===== src/rtl/ahb_pkg.sv =====
// rtl/ahb_pkg.sv - AHB transfer/burst encodings and arbiter state type
package ahb_pkg;

    localparam logic [1:0] HTRANS_IDLE   = 2'b00;
    localparam logic [1:0] HTRANS_BUSY   = 2'b01;
    localparam logic [1:0] HTRANS_NONSEQ = 2'b10;
    localparam logic [1:0] HTRANS_SEQ    = 2'b11;

    localparam logic [2:0] HBURST_SINGLE = 3'b000;
    localparam logic [2:0] HBURST_INCR   = 3'b001;
    localparam logic [2:0] HBURST_WRAP4  = 3'b010;
    localparam logic [2:0] HBURST_INCR4  = 3'b011;
    localparam logic [2:0] HBURST_WRAP8  = 3'b100;
    localparam logic [2:0] HBURST_INCR8  = 3'b101;
    localparam logic [2:0] HBURST_WRAP16 = 3'b110;
    localparam logic [2:0] HBURST_INCR16 = 3'b111;

    typedef enum logic [1:0] {
        ARB    = 2'd0,
        BURST  = 2'd1,
        LOCKED = 2'd2
    } arb_state_t;

    // 0 marks the undefined-length INCR burst, which never holds the grant.
    function automatic logic [4:0] burst_beats(input logic [2:0] hburst);
        case (hburst)
            HBURST_SINGLE:               burst_beats = 5'd1;
            HBURST_INCR:                 burst_beats = 5'd0;
            HBURST_WRAP4, HBURST_INCR4:  burst_beats = 5'd4;
            HBURST_WRAP8, HBURST_INCR8:  burst_beats = 5'd8;
            default:                     burst_beats = 5'd16;
        endcase
    endfunction

endpackage


===== src/rtl/ahb_arbiter_if.sv =====
// rtl/ahb_arbiter_if.sv - request/grant signals between AHB masters and the arbiter
interface ahb_arbiter_if #(
    parameter int NUM_MASTERS = 16,
    parameter int MASTER_W    = 4
);
    logic [NUM_MASTERS-1:0] HBUSREQ;
    logic [NUM_MASTERS-1:0] HLOCK;
    logic [1:0]             HTRANS;
    logic [2:0]             HBURST;
    logic                   HREADY;
    logic [NUM_MASTERS-1:0] HGRANT;
    logic [MASTER_W-1:0]    HMASTER;
    logic                   HMASTLOCK;

    modport master (
        output HBUSREQ, HLOCK, HTRANS, HBURST, HREADY,
        input  HGRANT, HMASTER, HMASTLOCK
    );

    modport slave (
        input  HBUSREQ, HLOCK, HTRANS, HBURST, HREADY,
        output HGRANT, HMASTER, HMASTLOCK
    );
endinterface


===== src/rtl/rr_priority_picker.sv =====
// rtl/rr_priority_picker.sv - first set request strictly after ptr, wrapping modulo N
module rr_priority_picker #(
    parameter int N = 16,
    parameter int W = 4
) (
    input  logic [N-1:0] req,
    input  logic [W-1:0] ptr,
    output logic [N-1:0] grant,
    output logic [W-1:0] idx,
    output logic         valid
);

    logic [W-1:0] cand;

    // ptr itself is visited last, so a sole requester keeps winning.
    always_comb begin
        grant = '0;
        idx   = '0;
        valid = 1'b0;
        cand  = '0;
        for (int k = 1; k <= N; k++) begin
            cand = W'((int'(ptr) + k) % N);
            if (!valid && req[cand]) begin
                valid       = 1'b1;
                idx         = cand;
                grant[cand] = 1'b1;
            end
        end
    end

endmodule


===== src/rtl/ahb_arbiter.sv =====
// rtl/ahb_arbiter.sv - round-robin AHB arbiter with fixed-burst and locked-sequence hold
module ahb_arbiter
    import ahb_pkg::*;
#(
    parameter int NUM_MASTERS    = 16,
    parameter int MASTER_W       = 4,
    parameter int DEFAULT_MASTER = 0
) (
    input logic          HCLK,
    input logic          HRESET,
    ahb_arbiter_if.slave bus
);

    localparam logic [MASTER_W-1:0]    DEF_IDX   = MASTER_W'(DEFAULT_MASTER);
    localparam logic [NUM_MASTERS-1:0] DEF_GRANT = NUM_MASTERS'(1) << DEFAULT_MASTER;

    arb_state_t             state;
    logic [3:0]             cnt;
    logic                   lock_rel;
    logic [MASTER_W-1:0]    ptr;
    logic [NUM_MASTERS-1:0] grant;
    logic [MASTER_W-1:0]    grant_idx;
    logic [MASTER_W-1:0]    hmaster;
    logic                   hmastlock;

    logic [NUM_MASTERS-1:0] pick_grant;
    logic [MASTER_W-1:0]    pick_idx;
    logic                   pick_valid;
    logic [NUM_MASTERS-1:0] arb_grant;
    logic [MASTER_W-1:0]    arb_idx;
    logic [4:0]             beats;
    logic                   cur_lock;

    rr_priority_picker #(
        .N (NUM_MASTERS),
        .W (MASTER_W)
    ) u_picker (
        .req   (bus.HBUSREQ),
        .ptr   (ptr),
        .grant (pick_grant),
        .idx   (pick_idx),
        .valid (pick_valid)
    );

    assign arb_grant = pick_valid ? pick_grant : DEF_GRANT;
    assign arb_idx   = pick_valid ? pick_idx   : DEF_IDX;
    assign beats     = burst_beats(bus.HBURST);
    assign cur_lock  = bus.HLOCK[grant_idx];

    always_ff @(posedge HCLK) begin
        if (HRESET) begin
            state     <= ARB;
            cnt       <= 4'd0;
            lock_rel  <= 1'b0;
            ptr       <= DEF_IDX;
            grant     <= DEF_GRANT;
            grant_idx <= DEF_IDX;
            hmaster   <= DEF_IDX;
            hmastlock <= 1'b0;
        end else if (bus.HREADY) begin
            hmaster   <= grant_idx;
            hmastlock <= cur_lock;
            // A locked owner outranks any burst bookkeeping.
            if (cur_lock) begin
                state    <= LOCKED;
                lock_rel <= 1'b0;
            end else begin
                case (state)
                    LOCKED: begin
                        // One extra transfer is owed after HLOCK drops.
                        if (!lock_rel) begin
                            lock_rel <= 1'b1;
                        end else begin
                            state     <= ARB;
                            lock_rel  <= 1'b0;
                            grant     <= arb_grant;
                            grant_idx <= arb_idx;
                            ptr       <= arb_idx;
                        end
                    end
                    BURST: begin
                        if (bus.HTRANS == HTRANS_SEQ) begin
                            cnt <= cnt - 4'd1;
                            // Hand over as the count reaches 1 so the grant is ready for the last beat.
                            if (cnt <= 4'd2) begin
                                state     <= ARB;
                                grant     <= arb_grant;
                                grant_idx <= arb_idx;
                                ptr       <= arb_idx;
                            end
                        end else if (bus.HTRANS != HTRANS_BUSY) begin
                            state     <= ARB;
                            cnt       <= 4'd0;
                            grant     <= arb_grant;
                            grant_idx <= arb_idx;
                            ptr       <= arb_idx;
                        end
                    end
                    default: begin
                        if (bus.HTRANS == HTRANS_NONSEQ && beats > 5'd1) begin
                            state <= BURST;
                            cnt   <= 4'(beats - 5'd1);
                        end else begin
                            grant     <= arb_grant;
                            grant_idx <= arb_idx;
                            ptr       <= arb_idx;
                        end
                    end
                endcase
            end
        end
    end

    assign bus.HGRANT    = grant;
    assign bus.HMASTER   = hmaster;
    assign bus.HMASTLOCK = hmastlock;

endmodule


===== src/flat_wrapper.sv =====
// flat-port wrapper written by rule: the top's interface ports become plain ports
module ahb_arbiter_flat import ahb_pkg::*;
#(
    parameter int NUM_MASTERS    = 16,
    parameter int MASTER_W       = 4,
    parameter int DEFAULT_MASTER = 0
)
  (HCLK, HRESET, bus_HBUSREQ, bus_HLOCK, bus_HTRANS, bus_HBURST, bus_HREADY, bus_HGRANT, bus_HMASTER, bus_HMASTLOCK);
  ahb_arbiter_if #(.NUM_MASTERS(NUM_MASTERS), .MASTER_W(MASTER_W)) bus_i ();
  input logic HCLK;
  input logic HRESET;
  input wire logic [$bits(bus_i.HBUSREQ)-1:0] bus_HBUSREQ;
  input wire logic [$bits(bus_i.HLOCK)-1:0] bus_HLOCK;
  input wire logic [$bits(bus_i.HTRANS)-1:0] bus_HTRANS;
  input wire logic [$bits(bus_i.HBURST)-1:0] bus_HBURST;
  input wire logic [$bits(bus_i.HREADY)-1:0] bus_HREADY;
  output wire logic [$bits(bus_i.HGRANT)-1:0] bus_HGRANT;
  output wire logic [$bits(bus_i.HMASTER)-1:0] bus_HMASTER;
  output wire logic [$bits(bus_i.HMASTLOCK)-1:0] bus_HMASTLOCK;
  assign bus_i.HBUSREQ = bus_HBUSREQ;
  assign bus_i.HLOCK = bus_HLOCK;
  assign bus_i.HTRANS = bus_HTRANS;
  assign bus_i.HBURST = bus_HBURST;
  assign bus_i.HREADY = bus_HREADY;
  assign bus_HGRANT = bus_i.HGRANT;
  assign bus_HMASTER = bus_i.HMASTER;
  assign bus_HMASTLOCK = bus_i.HMASTLOCK;
  ahb_arbiter #(.NUM_MASTERS(NUM_MASTERS), .MASTER_W(MASTER_W), .DEFAULT_MASTER(DEFAULT_MASTER)) u_core (.HCLK(HCLK), .HRESET(HRESET), .bus(bus_i));
endmodule

===== config.mk =====
export PLATFORM = sky130hd
export DESIGN_NAME = ahb_arbiter_flat
export DESIGN_NICKNAME = d
export VERILOG_FILES = /design/src/rtl/ahb_pkg.sv /design/src/rtl/ahb_arbiter_if.sv /design/src/rtl/rr_priority_picker.sv /design/src/rtl/ahb_arbiter.sv /design/src/flat_wrapper.sv
export SDC_FILE = /design/constraint.sdc
export NUM_CORES = 1
export LEC_CHECK = 0
export ABC_CLOCK_PERIOD_IN_PS = 10510
export CAP_MARGIN = 5
export CORE_ASPECT_RATIO = 0.5
export CORE_UTILIZATION = 45
export CTS_CLUSTER_DIAMETER = 30
export DETAILED_ROUTE_END_ITERATION = 6
export GPL_TIMING_DRIVEN = 1
export PLACE_DENSITY = 0.66
export REMOVE_ABC_BUFFERS = 1
export SETUP_SLACK_MARGIN = 0.05
export SYNTH_ARGS = -nofsm -noshare
export SYNTH_HDL_FRONTEND = slang
export SYNTH_SLANG_ARGS = --single-unit

===== constraint.sdc =====
create_clock -name HCLK -period 10.51 [get_ports HCLK]
set_input_delay 1.5765 -clock HCLK [delete_from_list [all_inputs] [get_ports HCLK]]
set_output_delay 1.5765 -clock HCLK [all_outputs]
set_load 0.05 [all_outputs]

==> impl.org, run 1 <==
** Power
- The analysis attributes to net switching a power of 1.32 mW.
- The internal power of the cells totals around 800 uW.
- Of the total power, the share spent switching nets is 0.623.
- Proportion of power drawn by flip-flops and latches :: 0.083
- Portion of total power attributed to the clock network :: 0.074
- VDD sags by at most 248 uV.
- Of the total power, combinational logic draws 0.842.
- Power spread over the standard cell area amounts to around 320 nW/um^2.
- Leakage power :: 2.20 nW

** Placement
- GP Congestion :: around 1.1
- Hpwl dp :: 20.3 mm
- Count of buffers from port buffering :: 60
- In this run the cell area measured after placement is approximately 6500 sq um.
- Counting tap cells, the placed design contains a total of 970 instances.

** Clock tree
- The later pin in the worst-skew pair is clocked with a latency of 290 ps.
- Clock-pin slew was measured on the worst setup and hold paths at 60 ps.
- Num Clock Sinks :: 32
- The number of setup buffers added after CTS is 0.
- Clock Root Buffer :: sky130_fd_sc_hd__clkbuf_16
- Maximum count of clock buffers along a single path :: 2
- CTS tree :: yes
- Buffers inserted to repair hold after CTS numbered 0.
- H-tree depth reported by CTS :: 2
- Num CTS Buffers :: 5
- Number of instances resized during post-cts repair :: 0

** Yosys
- Of the total synthesized cell area, the portion taken by AND, OR, NAND and NOR gates is 0.288.
- Fraction of the yosys area taken by sequential cells :: 0.110
- The area fraction in compound gates after synthesis came to 0.264.
- Of the total synthesized cell area, the portion taken by full adders, half adders and majority gates is 0.0452.
- Predominant post-synthesis flop cell :: sky130_fd_sc_hd__dfxtp_1
- In this run the cell area of the synthesized design comes to 5820 sq um.
- Yosys mapped the design onto 73 distinct sky130hd cell types.
- Gate Count Post-Synth :: 784
- Main combinational cell family by area after synthesis :: simple AND/OR/NAND/NOR gates
- Area share of xor/xnor cells in the synthesized design :: 0.0256
- The average instance in the mapped netlist occupies 7.42 sq um.
- Yosys warning count :: 0
- For this run, asynchronously set or reset flops after synthesis account for 0.
- The synthesized design contains 32 register bits.
- Multiplexer share of the synthesized area :: 0.209
- The synthesized design contains 0 enable-type register cells.

** Worst setup path
- Data arrives at the worst endpoint at 6270 ps.
- The critical path goes through inv_1, ha_1, mux4_2, mux2_2, mux2i_1, nand3_1, or3_1, nor3_1, a22o_1, a21oi_1, o31ai_1, a21oi_1.
- The most numerous cell type found on the critical path is sky130_fd_sc_hd__a21oi_1.
- The worst setup path is launched from a flop.
- Measured in cells, the most critical reg-to-reg path has a length of 12.
- Largest fanout on the critical path :: 35
- In this design, the stage delay of the slowest critical-path cell is 920 ps.
- Classification of the worst setup path :: reg -> reg
- Capturing element type of the critical path :: flop
- Critical-path cell with the highest stage delay :: sky130_fd_sc_hd__dfxtp_2
- Required time at the worst-slack endpoint :: roughly 11000 ps

** Cells and area
- Antenna fix cells :: 0
- Leaving out filler cells and counting taps, the final layout contains 978.
- Relative to the synthesized area, the layout overhead comes to 15.1%.
- In the final layout, the share of cells above drive strength 1 is 0.113.
- The final layout contains 873 nets.
- The finished cells cover 6700 sq um.
- Core Util, Final :: 0.549

** Timing
- For the final database, setup skew stands at 8.93 ps.
- Summed over all failing endpoints, the final setup total negative slack is 0 ps.
- Final hold slack :: between 400 and 500 ps
- Final critical path time including I/O delays and setup :: just over 6000 ps
- Total of endpoints with negative setup slack in the final report :: 0
- Setup repair after global routing left no endpoint under its margin.
- The final max-slew violation count was 0.
- The hold violation total from the final report is 0.
- In this run the tightest slew margin relative to its limit is 0.160.
- Ratio of final minimum period to clock period :: 0.581
- Based on the critical path, the design can be clocked at up to 164 MHz.
- Actual transition at the worst max-transition pin :: 1250 ps

** Drt
- In the final routed layout, each cell accounts on average for approximately 29 microns.
- DRT Pass-1 Iters :: 7
- Final wirelength :: 28.0 mm
- Via-to-Cell Ratio :: about 7.6
- After detailed routing, the number of remaining DRC violations is between 40 and 50.
- The first routing iteration left about 1.7k violations.
- The detail route stage leaves a number of antenna-violating nets equal to 0.
- The routed layout has 7472 vias.

** Floorplanning
- The initial utilization of the core area, before any placement, comes to 0.477.
- The floorplan step defined a die boundary enclosing 13400 sq um.
- Chip height :: 82.4 microns
- From left edge to right edge, the die measures 163 microns.
- The core region is 12200 sq um.
- After floorplanning, the core was divided into 28 placement rows.
- 61 I/O pins were placed.

** Global route
- Global-route usage over all layers :: 0.422
- The number of global-route vias before repair came to 6556.
- The first global-routing pass estimated 41.3 mm of wire.
- The initial antenna violation count is 0.
- After global routing the overflow that remains totals 0.
- Largest net degree at the start of global routing :: 36

** Outcome
- Violations in the final reports :: design-rule violations
- The run finished, with violations left.

** Job
- Across the run, the number of max-cap violations was 0.

** Min path
- Worst hold path stage count :: 2
- In this run the worst hold path is classified as reg -> reg.
[power groups by stage]
stage	sequential (mW)	clock [mW]	combinational [mW]
2_1_floorplan	0.218	0	1.06
4_1_cts	0.177	0.158	1.67
3_5_place_dp	0.179	0	1.66
5_1_grt	0.182	0.163	1.83
3_3_place_gp	0.178	0	1.68
6_report	0.177	0.157	1.78
[critical path, delay by kind of cell, from the launching register on]
kind | cells | cell delay [ps]
mux | 3 | 1440
buf+inv | 1 | 340
simple gates | 3 | 1790
fa+ha+maj | 1 | 770
compound gates | 4 | 700
flops | 1 | 920
[routing by layer]
layer  vias to the layer above  global-route usage  routed length, microns
met5                         -                   0                       0
met4                         0               0.169                    1630
met3                       189               0.164                    4680
met2                       761               0.585                   10300
met1                      3420               0.578                   11500
li1                       3102                   -                       -
[sequential cells by signal, indices dropped and copies added, names as in the netlist]
name                  flops
u_core.bus.HMASTER        4
u_core.state              2
u_core.bus.HMASTLOCK      1
u_core.bus.HGRANT        16
u_core.grant_idx          4
u_core.lock_rel           1
u_core.cnt                4
[metrics by stage]
step | power [mW] | setup WS [ps]
final | 2.12 | 4400
after global routing | 2.18 | 4040
after CTS | 2.00 | 4560
after detailed placement | 1.84 | 4510
after global placement | 1.85 | 4570
after floorplan | 1.28 | 4090
[layout make-up]
cell class,instances,area (sq um)
clock buffers,7,143
clock inverters,1,7.51
fillers,1210,5500
inverters,21,78.8
multi-input cells,672,4870
flip-flops and latches,32,642
well taps,165,206
repair buffers,80,751
[cells by family after synthesis]
family                     count (synthesis)
AOI/OAI and AO/OA                        218
adders and majority gates                 21
muxes                                     66
xor gates and xnor gates                  17
buffers and inverters                     80
and+or+nand+nor                          350
DFF                                       32
[Yosys cell counts (11+ instances only)]
| master | n | area, sq um |
|---|---|---|
| sky130_fd_sc_hd__and2_1 | 11 | 68.8 |
| sky130_fd_sc_hd__mux2i_1 | 16 | 160 |
| sky130_fd_sc_hd__nor3_1 | 25 | 125 |
| sky130_fd_sc_hd__inv_1 | 18 | 67.6 |
| sky130_fd_sc_hd__a21oi_1 | 35 | 175 |
| sky130_fd_sc_hd__a211oi_1 | 17 | 128 |
| sky130_fd_sc_hd__mux4_2 | 41 | 923 |
| sky130_fd_sc_hd__xnor2_1 | 13 | 114 |
| sky130_fd_sc_hd__o221ai_1 | 17 | 149 |
| sky130_fd_sc_hd__buf_2 | 11 | 55.1 |
| sky130_fd_sc_hd__o22ai_1 | 23 | 144 |
| sky130_fd_sc_hd__nand2_1 | 114 | 428 |
| sky130_fd_sc_hd__and3_1 | 20 | 125 |
| sky130_fd_sc_hd__ha_1 | 21 | 263 |
| sky130_fd_sc_hd__o21ai_0 | 30 | 150 |
| sky130_fd_sc_hd__nand3_1 | 48 | 240 |
| sky130_fd_sc_hd__nor2_1 | 67 | 251 |
| sky130_fd_sc_hd__dfxtp_1 | 32 | 641 |
| sky130_fd_sc_hd__a31oi_1 | 19 | 119 |
| sky130_fd_sc_hd__clkbuf_1 | 43 | 161 |
| sky130_fd_sc_hd__nor4_1 | 13 | 81.3 |
[layout by cell type (no fill, tap or decap), types with 5 or more instances in the layout]
cell and count:
sky130_fd_sc_hd__nor2_1 67, sky130_fd_sc_hd__or4_1 6, sky130_fd_sc_hd__dfxtp_1 31, sky130_fd_sc_hd__nand4_1 10, sky130_fd_sc_hd__nand3_1 48, sky130_fd_sc_hd__clkdlybuf4s50_1 60
sky130_fd_sc_hd__mux4_2 41, sky130_fd_sc_hd__and3_1 20, sky130_fd_sc_hd__xnor2_1 13, sky130_fd_sc_hd__nor4_1 11, sky130_fd_sc_hd__nand2b_1 8, sky130_fd_sc_hd__buf_4 20
sky130_fd_sc_hd__o21ai_0 30, sky130_fd_sc_hd__mux2_2 7, sky130_fd_sc_hd__nor2b_1 10, sky130_fd_sc_hd__clkbuf_16 5, sky130_fd_sc_hd__a211oi_1 17, sky130_fd_sc_hd__a22oi_1 6
sky130_fd_sc_hd__a311oi_1 8, sky130_fd_sc_hd__a21oi_1 35, sky130_fd_sc_hd__nor3_1 24, sky130_fd_sc_hd__ha_1 21, sky130_fd_sc_hd__o22ai_1 23, sky130_fd_sc_hd__nand2_1 114
sky130_fd_sc_hd__inv_1 18, sky130_fd_sc_hd__a31oi_1 19, sky130_fd_sc_hd__mux2i_1 16, sky130_fd_sc_hd__o221ai_1 17, sky130_fd_sc_hd__and2_1 11, sky130_fd_sc_hd__o211ai_1 6
[path summary, 6_finish.rpt]
| check | from | endpoint | slack [ps] |
|---|---|---|---|
| setup reg to reg | u_core.grant_idx[0]$_SDFFE_PP0P_ | u_core.grant_idx[2]$_SDFFE_PP0P_ | 4400 |
| setup / recovery | u_core.grant_idx[0]$_SDFFE_PP0P_ | u_core.grant_idx[2]$_SDFFE_PP0P_ | 4400 |
| hold / removal | u_core.bus.HGRANT[9]$_SDFFE_PP0P_ | u_core.bus.HGRANT[9]$_SDFFE_PP0P_ | 460 |
| hold reg to reg | u_core.bus.HGRANT[9]$_SDFFE_PP0P_ | u_core.bus.HGRANT[9]$_SDFFE_PP0P_ | 460 |
(Power assumes the default switching activity.)
==> inputs of run 2 (changes only) <==
--- a/config.mk
+++ b/config.mk
@@ -5,14 +5,14 @@
 export SDC_FILE = /design/constraint.sdc
 export NUM_CORES = 1
 export LEC_CHECK = 0
-export ABC_CLOCK_PERIOD_IN_PS = 10510
+export ABC_CLOCK_PERIOD_IN_PS = 5500
 export CAP_MARGIN = 5
 export CORE_ASPECT_RATIO = 0.5
 export CORE_UTILIZATION = 45
 export CTS_CLUSTER_DIAMETER = 30
 export DETAILED_ROUTE_END_ITERATION = 6
 export GPL_TIMING_DRIVEN = 1
-export PLACE_DENSITY = 0.66
+export PLACE_DENSITY = 0.68
 export REMOVE_ABC_BUFFERS = 1
 export SETUP_SLACK_MARGIN = 0.05
 export SYNTH_ARGS = -nofsm -noshare
==> constraint.sdc (replaced) <==
create_clock -name HCLK -period 5.5 [get_ports HCLK]
set_input_delay 0.825 -clock HCLK [delete_from_list [all_inputs] [get_ports HCLK]]
set_output_delay 0.825 -clock HCLK [all_outputs]
set_load 0.05 [all_outputs]
==> run 2 against run 1 <==
Effect of this change: the flow still finishes with violations (design-rule violations); total power rose by 100%; register-to-register slack got worse by 4000 ps; clock skew fell by 3.7 ps; sequential share of layout area fell by 0.23 points; sequential cell count did not move; clock-buffer cell count did not move; critical path depth did not move; combinational power rose by 110%; die area did not move; non-clock buffer count rose by 24; critical path type unchanged; largest cell class unchanged; highest routed layer unchanged.
==> impl.org, run 2 (synthesis gave the netlist of run 1 again) <==
** Outcome
- Result of the run: finished, violations left (unchanged).
- Violations in the final reports: design-rule violations (unchanged).

** Worst setup path
- The worst-path cell with the longest stage delay is sky130_fd_sc_hd__xnor2_1 (was sky130_fd_sc_hd__dfxtp_2).
- Stage delay of the slowest cell on the critical path :: 950 ps (was 920 ps)
- Worst R2R Start :: u_core.grant_idx[2]$_SDFFE_PP0P_ (was u_core.grant_idx[0]$_SDFFE_PP0P_)
- Arrival time at the worst endpoint :: 5320 ps (was 6270 ps)
- The critical path class is reg -> reg (unchanged).
- The data required time at the worst endpoint came to 5720 ps (was 10670 ps).
- Capturing element type of the critical path :: flop (unchanged)
- The launching element type of the critical path is a flop (unchanged).
- Cell-by-cell trace of the critical path :: clkinv_1, ha_1, a21boi_0, xnor2_1, mux4_2, or4_1, nor3_2, buf_4, nand2_1, o221ai_1, a211oi_1, o21ai_0 (was inv_1, ha_1, mux4_2, mux2_2, mux2i_1, nand3_1, or3_1, nor3_1, a22o_1, a21oi_1, o31ai_1, a21oi_1)
- The critical path launch point was u_core.grant_idx[2]$_SDFFE_PP0P_ (was u_core.grant_idx[0]$_SDFFE_PP0P_).
- The largest fanout on the critical path came to 20 (was 35).
- The count of buffering cells on the critical path with inverters included was 2 (was 1).
- The kind of cell with the highest combined delay on the critical path was simple AND/OR/NAND/NOR gates (unchanged).

** Floorplanning
- Initial Util :: 0.477 (unchanged)
- Chip height :: 82.4 microns (unchanged)
- Core area :: 12200 sq um (unchanged)
- The horizontal extent of the die was 163 microns (unchanged).
- Number of top-level pins :: 61 (unchanged)
- Number of placement rows :: 28 (unchanged)
- Die Footprint :: 13400 sq um (unchanged)

** Drt
- The final routed DRC violation total is 1 (was 45).
- The remaining antenna violation count came to 0 (unchanged).
- DRT iter0 DRCs :: 1447 (was 1714)
- The via count normalized by instance count was 7.65 (was 7.64).
- Routed len/inst :: 29.6 microns (was 28.7 microns)
- DRT Pass-1 Iters :: 7 (unchanged)
- Final wirelength :: 29.8 mm (was 28.0 mm)
- The vias after detailed routing is 7687 (was 7472).

** Global route
- Wire length of the first global-routing pass :: 43.1 mm (was 41.3 mm)
- Initial antenna violation count :: 2 (was 0)
- The total congestion overflow after global routing was 0 (unchanged).
- The number of global-route vias before repair is 6779 (was 6556).
- The largest net degree at the start of global routing came to 35 (was 36).
- The total global routing track utilization was 0.443 (was 0.422).

** Clock tree
- H-tree depth reported by CTS :: 2 (unchanged)
- CTS Hold Bufs :: 0 (unchanged)
- Clock Root Buffer :: sky130_fd_sc_hd__clkbuf_16 (unchanged)
- Num Clock Sinks :: 32 (unchanged)
- Maximum count of clock buffers along a single path :: 2 (unchanged)
- The clock insertion delay at the later pin of the skew report came to 300 ps (was 290 ps).
- Setup bufs post-CTS :: 0 (unchanged)
- CTS tree :: yes (unchanged)
- CTS clk-pin slew, worst paths :: 60 ps (about the same)
- Num CTS Buffers :: 5 (unchanged)
- The post-cts resize count came to 0 (unchanged).

** Timing
- The final setup violation count was 0 (unchanged).
- Ratio of final minimum period to clock period :: 0.927 (was 0.581)
- The hold violation total from the final report is 0 (unchanged).
- The normalized max-slew margin came to 0.178 (was 0.160).
- Final-report max-slew violation count :: 0 (unchanged)
- Final critical path time including I/O delays and setup :: 5100 ps (was 6110 ps)
- The final hold slack was 469 ps (was 465 ps).
- The fmax was 196 MHz (was 164 MHz).
- RSZ-0062 raised after global routing: false (unchanged).
- Setup clock skew after layout :: 5.27 ps (was 8.93 ps)
- Sum Neg Setup Slack :: 0 ps (unchanged)
- The worst-margin pin slew is 1220 ps (was 1250 ps).

** Job
- The max capacitance violation total was 0 (unchanged).

** Power
- Leakage power :: 2.30 nW (was 2.20 nW)
- The cell internal power dissipation is 1.62 mW (was 797 uW).
- Post-layout total power :: 4.27 mW (was 2.12 mW)
- The relative contribution of the clock network to total power was 0.071 (was 0.074).
- The power share of the sequential group was 0.069 (was 0.083).
- The worst vdd rail ir drop was 483 uV (was 248 uV).
- The switching part of the total power is 0.620 (was 0.623).
- Combinational group share of total power :: 0.860 (was 0.842)
- Net switching power figure :: 2.65 mW (was 1.32 mW)
- Power density normalized to cell area :: 622 nW/um^2 (was 316 nW/um^2)

** Placement
- Count of buffers from port buffering :: 60 (unchanged)
- Hpwl dp :: 21.9 mm (was 20.3 mm)
- The final weighted congestion of routability-driven global placement was 1.15 (was 1.11).

** Cells and area
- Storage cell area :: 642 sq um (unchanged)
- Most frequent cells in the layout: sky130_fd_sc_hd__nand2_1 (114), sky130_fd_sc_hd__nor2_1 (67), sky130_fd_sc_hd__clkdlybuf4s50_1 (60), sky130_fd_sc_hd__nand3_1 (48), sky130_fd_sc_hd__buf_4 (44) (was sky130_fd_sc_hd__nand2_1 (114), sky130_fd_sc_hd__nor2_1 (67), sky130_fd_sc_hd__clkdlybuf4s50_1 (60), sky130_fd_sc_hd__nand3_1 (48), sky130_fd_sc_hd__mux4_2 (41)).
- Post-layout net count :: 897 (was 873)
- Fraction of layout cells with a size suffix above 1 :: 0.136 (was 0.113)
- The combined area of the multi-input logic cells was 4850 sq um (was 4870 sq um).
- Flip-flop count of the largest register, all copies and words added :: 16 (unchanged)
- The most common library cell in the layout ignoring fill and taps is sky130_fd_sc_hd__nand2_1 (unchanged).
- The post-synthesis to final-layout area growth was 17.9% (was 15.1%).
- The core utilization of the finished layout came to 0.563 (was 0.549).
- The count of filler cells inserted in the layout is 1152 (was 1210).

** Min path
- The beginning of the worst hold path is u_core.bus.HGRANT[9]$_SDFFE_PP0P_ (unchanged).
- The classification of the worst-slack hold path is reg -> reg (unchanged).
-- run 2: cell count changes in the layout (fill, tap and decap cells not counted), sizes merged --
| cell | previous run | this run |
|---|---|---|
| diode | 0 | 3 |
| buf | 20 | 44 |
-- run 2: through the flow --
step                      worst slack [ps]  instances  area [sq um]
after floorplan                       -919        725          5560
after global placement                 610        994          6710
after detailed placement               446        994          6710
after CTS                              672       1002          6860
after global routing                   298       1002          6860
final                                  402       1005          6860
-- run 2: final timing paths --
check	slack, ps	cells after the start	to
hold / removal	470	2	u_core.bus.HGRANT[9]$_SDFFE_PP0P_
setup reg to reg	400	12	u_core.bus.HGRANT[9]$_SDFFE_PP0P_
hold reg to reg	470	2	u_core.bus.HGRANT[9]$_SDFFE_PP0P_
setup / recovery	400	12	u_core.bus.HGRANT[9]$_SDFFE_PP0P_
-- run 2: worst register-to-register path: stages, from the launching register on --
cell and delay [ps]:
sky130_fd_sc_hd__dfxtp_1 410, sky130_fd_sc_hd__clkinv_1 300, sky130_fd_sc_hd__ha_1 340, sky130_fd_sc_hd__a21boi_0 210, sky130_fd_sc_hd__xnor2_1 950, sky130_fd_sc_hd__mux4_2 560, sky130_fd_sc_hd__or4_1 670, sky130_fd_sc_hd__nor3_2 150
sky130_fd_sc_hd__buf_4 270, sky130_fd_sc_hd__nand2_1 430, sky130_fd_sc_hd__o221ai_1 360, sky130_fd_sc_hd__a211oi_1 130, sky130_fd_sc_hd__o21ai_0 230
-- run 2: final cells by class --
type,instances,area share
Clock buffer,7,0.0208
Clock inverter,1,0.00109
Tap cell,165,0.0301
Multi-Input combinational cell,672,0.706
Timing Repair Buffer,104,0.136
Sequential cell,32,0.0935
Antenna cell,3,0.00109
Inverter,21,0.0115
-- run 2: layer usage --
layer / global-route usage / wire, microns
met2: 0.617 / 11200
met3: 0.170 / 5270
met4: 0.207 / 1550
met5: 0 / 0
met1: 0.598 / 11800
-- run 2: power by group through the flow --
stage	sequential, mW	combinational, mW	clock (mW)
floorplan	0.417	2.02	0
global placement	0.296	3.45	0
detailed placement	0.297	3.41	0
CTS	0.293	3.43	0.296
global route	0.296	3.72	0.307
finish	0.294	3.67	0.302
